**src/rtl/win_accum_pkg.sv**
```systemverilog
// Shared types and elaboration helpers for the windowed accumulator.
// The width check keeps the sum from ever wrapping inside a window.
package win_accum_pkg;

  typedef enum logic {
    ACCUM = 1'b0,
    HOLD  = 1'b1
  } win_state_t;

  localparam int CNT_W = 8;

  // COUNT samples of WIDTH bits need WIDTH + clog2(COUNT) bits to never overflow.
  function automatic bit acc_width_ok(input int width, input int count, input int acc_w);
    if (count < 1 || count > 255) begin
      return 1'b0;
    end
    return acc_w >= width + $clog2(count);
  endfunction

endpackage

```
**src/rtl/win_accum.sv**
```systemverilog
// Sums every COUNT accepted samples (or a flushed partial window), tracks the
// window maximum, and presents each finished window on a valid/ready port.
module win_accum
  import win_accum_pkg::*;
#(
  parameter int WIDTH = 32,
  parameter int COUNT = 8,
  parameter int ACC_W = 40
) (
  input  logic               clk,
  input  logic               rst,
  input  logic               in_valid,
  input  logic [WIDTH-1:0]   in_data,
  output logic               in_ready,
  input  logic               flush,
  output logic               out_valid,
  input  logic               out_ready,
  output logic [ACC_W-1:0]   out_sum,
  output logic [WIDTH-1:0]   out_max,
  output logic [CNT_W-1:0]   out_cnt
);

  if (!acc_width_ok(WIDTH, COUNT, ACC_W)) begin : g_param_bad
    $error("win_accum: COUNT out of 1..255 or ACC_W too narrow for WIDTH/COUNT");
  end

  win_state_t       state_q, state_d;
  logic [ACC_W-1:0] acc_q, acc_d;
  logic [WIDTH-1:0] max_q, max_d;
  logic [CNT_W-1:0] cnt_q, cnt_d;
  logic             out_valid_q, out_valid_d;
  logic [ACC_W-1:0] out_sum_q, out_sum_d;
  logic [WIDTH-1:0] out_max_q, out_max_d;
  logic [CNT_W-1:0] out_cnt_q, out_cnt_d;

  logic             accept;
  logic             close;
  logic [ACC_W-1:0] acc_upd;
  logic [WIDTH-1:0] max_upd;
  logic [CNT_W-1:0] cnt_upd;

  // State register
  always_ff @(posedge clk) begin
    if (rst) begin
      state_q <= ACCUM;
    end else begin
      state_q <= state_d;
    end
  end

  // Post-update window values; a close snapshots these, not the old registers.
  always_comb begin
    accept  = in_valid && (state_q == ACCUM);
    acc_upd = acc_q;
    max_upd = max_q;
    cnt_upd = cnt_q;
    if (accept) begin
      acc_upd = acc_q + ACC_W'(in_data);
      max_upd = ((cnt_q == '0) || (in_data > max_q)) ? in_data : max_q;
      cnt_upd = cnt_q + 1'b1;
    end
    close = (state_q == ACCUM) &&
            ((accept && (cnt_upd == CNT_W'(COUNT))) || (flush && (cnt_upd != '0)));
  end

  // Next-state logic
  always_comb begin
    state_d = state_q;
    case (state_q)
      ACCUM:   if (close) state_d = HOLD;
      HOLD:    if (out_ready) state_d = ACCUM;
      default: state_d = ACCUM;
    endcase
  end

  // Output decode: the only non-registered output, and it depends on state alone.
  always_comb begin
    in_ready = (state_q == ACCUM);
  end

  always_comb begin
    acc_d       = acc_upd;
    max_d       = max_upd;
    cnt_d       = cnt_upd;
    out_valid_d = out_valid_q;
    out_sum_d   = out_sum_q;
    out_max_d   = out_max_q;
    out_cnt_d   = out_cnt_q;
    if (close) begin
      out_valid_d = 1'b1;
      out_sum_d   = acc_upd;
      out_max_d   = max_upd;
      out_cnt_d   = cnt_upd;
      acc_d       = '0;
      max_d       = '0;
      cnt_d       = '0;
    end else if (out_valid_q && out_ready) begin
      out_valid_d = 1'b0;
    end
  end

  always_ff @(posedge clk) begin
    if (rst) begin
      acc_q       <= '0;
      max_q       <= '0;
      cnt_q       <= '0;
      out_valid_q <= 1'b0;
      out_sum_q   <= '0;
      out_max_q   <= '0;
      out_cnt_q   <= '0;
    end else begin
      acc_q       <= acc_d;
      max_q       <= max_d;
      cnt_q       <= cnt_d;
      out_valid_q <= out_valid_d;
      out_sum_q   <= out_sum_d;
      out_max_q   <= out_max_d;
      out_cnt_q   <= out_cnt_d;
    end
  end

  assign out_valid = out_valid_q;
  assign out_sum   = out_sum_q;
  assign out_max   = out_max_q;
  assign out_cnt   = out_cnt_q;

endmodule

```
**config.mk**
```make
export PLATFORM = sky130hd
export DESIGN_NAME = win_accum
export DESIGN_NICKNAME = d
export VERILOG_FILES = /design/src/rtl/win_accum_pkg.sv /design/src/rtl/win_accum.sv
export SDC_FILE = /design/constraint.sdc
export NUM_CORES = 1
export LEC_CHECK = 0
export BUFFER_PORTS_ARGS = -buffer_cell sky130_fd_sc_hd__buf_4
export CAP_MARGIN = 40
export CORE_MARGIN = 2
export CORE_UTILIZATION = 60
export DETAILED_ROUTE_END_ITERATION = 7
export PLACE_DENSITY = 0.83
export SETUP_SLACK_MARGIN = 0.3
export SLEW_MARGIN = 0
export SYNTH_ARGS = -nofsm -noshare
export SYNTH_HDL_FRONTEND = slang
export SYNTH_SLANG_ARGS = --single-unit
```
**constraint.sdc**
```tcl
create_clock -name clk -period 7.4 [get_ports clk]
set_clock_uncertainty 0.2 [all_clocks]
set_input_delay 1.85 -clock clk [delete_from_list [all_inputs] [get_ports clk]]
set_output_delay 1.85 -clock clk [all_outputs]
set_load 0.1 [all_outputs]
```
==> flow_summary_export.csv <==
group,metric,value,unit
status,outcome,"completed",
clock_network,postCtsHoldBufs,0,
logic_synthesis,synthTopCellsByArea,"dfxtp_1 (38%), ha_1 (9.6%), a21oi_1 (6.7%), nor2_1 (6.1%), mux2i_1 (5.7%)",
layout,final_cell_area,10050,µm²
clock_network,tritoncts,"done",
logic_synthesis,yosys.area.top_type,"dfxtp_1",
global_route,overflow,0,
logic_synthesis,netlist_area,8569,µm²
worst_setup_path,ff2ff_setup_slack,3.01,ns
routing,via_per_inst,5.907,
routing,wl_per_cell,16.44,µm
worst_setup_path,crit_chain,"buf_4, nor2b_2, nand4_2, mux2_1, o211ai_1, or3_1, a31oi_4, buf_4, buf_4, nor2_1, a211oi_2",
clock_network,cts-htree-levels,4,
logic_synthesis,synth_edf_count,0,
placed_design,post-place-ws,1.528,ns
timing,grt_setup_unrepaired,"false",
job,max-cap-violations,0,
global_route,grt_pass1_vias,7000,
logic_synthesis,synth.distinct_cells,60,
layout,multi_input_area,4818,µm²
power,leakage,4.313,nW
power,pwr_density_cell,332.6,nW/µm²
logic_synthesis,yosysWarnings,0,
worst_setup_path,endpoint_kind,"flop",
routing,ant_nets,0,
die,die_h,123.5,µm
power,power,3.342,mW
worst_setup_path,slowest_stage,"buf_4",
clock_network,root_buffer,"clkbuf_16",
timing,slew_headroom,37.37,%
clock_network,path_clk_slew,0.06,ns
clock_network,ctsResizeCount,0,
power,vdd_ir_drop_max,0.2295,mV
logic_synthesis,synth-async-reset-ratio,0,%
placed_design,post_dp_cell_area,9413,µm²
logic_synthesis,yosys_most_used_dff,"dfxtp_1",
routing,dr.pass1.iters,5,
min_path,min_from,"out_cnt[4]",
worst_setup_path,worstPathRequired,7.54,ns
die,rows,43,
logic_synthesis,synth.most_common_cell,"dfxtp_1",
global_route,grt_max_degree,102,
timing,holdWs,0.3025,ns
worst_setup_path,cp.arrival,5.65,ns
placed_design,hpwl,14310,µm
timing,max_freq,181.7,MHz
routing,drt_iter0_markers,524,
logic_synthesis,synthCells,990,
worst_setup_path,critPathBufInv,3,
clock_network,clk_latency,0.43,ns
layout,final-seq-area,3243,µm²
placed_design,io_buffer_count,118,
routing,vias,7466,
die,fp.dieW,123.5,µm
timing,setup_tns,0,ns
die,start_util,61.50,%
worst_setup_path,cp_max_fo,101,
logic_synthesis,seq_area_frac_synth,37.84,%
worst_setup_path,crit_family,"buffers and inverters",
routing,drc,0,
worst_setup_path,critPathLaunchType,"input port",
clock_network,post_cts_buffers,0,
worst_setup_path,crit_start,"in_valid",
layout,layout-drive-gt1-share,17.62,%
timing,setup_viol,0,
clock_network,numClockSinks,162,
placed_design,gp_congestion,0.9722,
logic_synthesis,synth_top_area_share,37.84,%
worst_setup_path,cp_common_cell,"buf_4",
timing,fin_crit_sh,74.37,%
clock_network,numCtsBuffers,17,
timing,hold_viol,0,
die,io_pins,119,
worst_setup_path,cpPeakStageDelay,0.72,ns
timing,min_period,5.503,ns
timing,slew_viol_final,0,
clock_network,cts_max_path_buffers,2,
layout,final.fill_count,1056,
global_route,antenna_found_initial,0,
logic_synthesis,synth.avg_cell_area,8.656,µm²
logic_synthesis,yosys-top-cells-count,"dfxtp_1 (162), nor2_1 (140), a21oi_1 (114)",
timing,worst_pin_slew,0.9371,ns
layout,diodes,0,
layout,area_growth,17.27,%
logic_synthesis,ys_ff_latch,162,
global_route,grt_pass1_wl,33440,µm
logic_synthesis,syn_nets,1094,
die,core-area,13930,µm²
min_path,hold_class,"reg2reg",
timing,setup_slack,1.897,ns
layout,final_nets,1175,
global_route,grtUsageTotal,27.87,%
die,dieArea,15250,µm²
worst_setup_path,regToRegStartpoint,"state_q",
routing,finalWirelength,20780,µm
worst_setup_path,critPathKind,"in2reg",
[tightest hold or removal path, stage by stage (launching register included)]
cell and delay, ns:
dfxtp_1 0.31, nor2_1 0.10, a211oi_1 0.05
[power by group]
part,switching [mW],internal [mW]
combinational,0.981,0.352
clock,0.366,0.584
sequential,0.0694,0.990
total,1.42,1.93
[registers in the layout, summed over array words and instances (netlist names)]
register,cells
out_cnt,8
max_q,32
out_sum,40
cnt_q,8
out_valid,1
acc_q,40
out_max,32
state_q,1
[placed cells by master, fill, tap and decap left out, types with 3 or more instances in the layout]
master and count:
a2111oi_0 3, a211oi_1 16, a211oi_2 21, a21o_1 26, a21oi_1 114, and2_1 5
and3_1 3, buf_4 125, bufinv_16 4, clkbuf_16 17, clkinv_4 3, dfxtp_1 162
ha_1 66, inv_1 50, mux2i_1 49, nand2_1 37, nand2b_1 10, nand3_1 10
nand4_1 22, nor2_1 140, nor2b_1 4, nor3_1 11, nor4_1 3, o211ai_1 9
o21a_1 7, o21ai_0 70, o21bai_1 4, o31a_1 4, o31ai_1 3, or2_2 5
or3_1 3, xnor2_1 23, xor2_1 14
[through the flow]
stage                     utilization (%)  instances
after floorplan                         -        990
after global placement              67.55       1232
after global routing                72.12       1264
final                               72.12       1264
after CTS                           72.12       1264
after detailed placement            67.55       1232
[path summary, 6_finish.rpt]
check,end,cells after the start
setup / recovery,out_sum[12],11
hold / removal,out_cnt[4],2
setup reg to reg,out_sum[12],10
hold reg to reg,out_cnt[4],2
[metal layers]
metal  routed length (µm)  up-vias  track usage (%)
li1                     -     3680                -
met1                 9138     3498            34.91
met4                  450        0            10.72
met3                 1259       44            5.258
met2                 9928      244            47.39
met5                    0        -                0
[cell type report]
cell class	instances	area share [%]
Clock buffer	20	4.544
Clock inverter	12	1.793
Inverter	50	1.868
Multi-Input combinational cell	715	47.95
Sequential cell	162	32.27
Tap cell	180	2.241
Timing Repair Buffer	125	9.338
[logic make-up after synthesis]
family | share of synthesized area (%)
AND/OR/NAND/NOR | 13.51
XOR/XNOR | 3.782
multiplexers | 5.855
flip-flops | 37.84
buffers and inverters | 6.088
AO/OA/AOI/OAI | 23.05
adder cells (fa/ha/maj) | 9.870
Power figures use the tool's default switching activity.
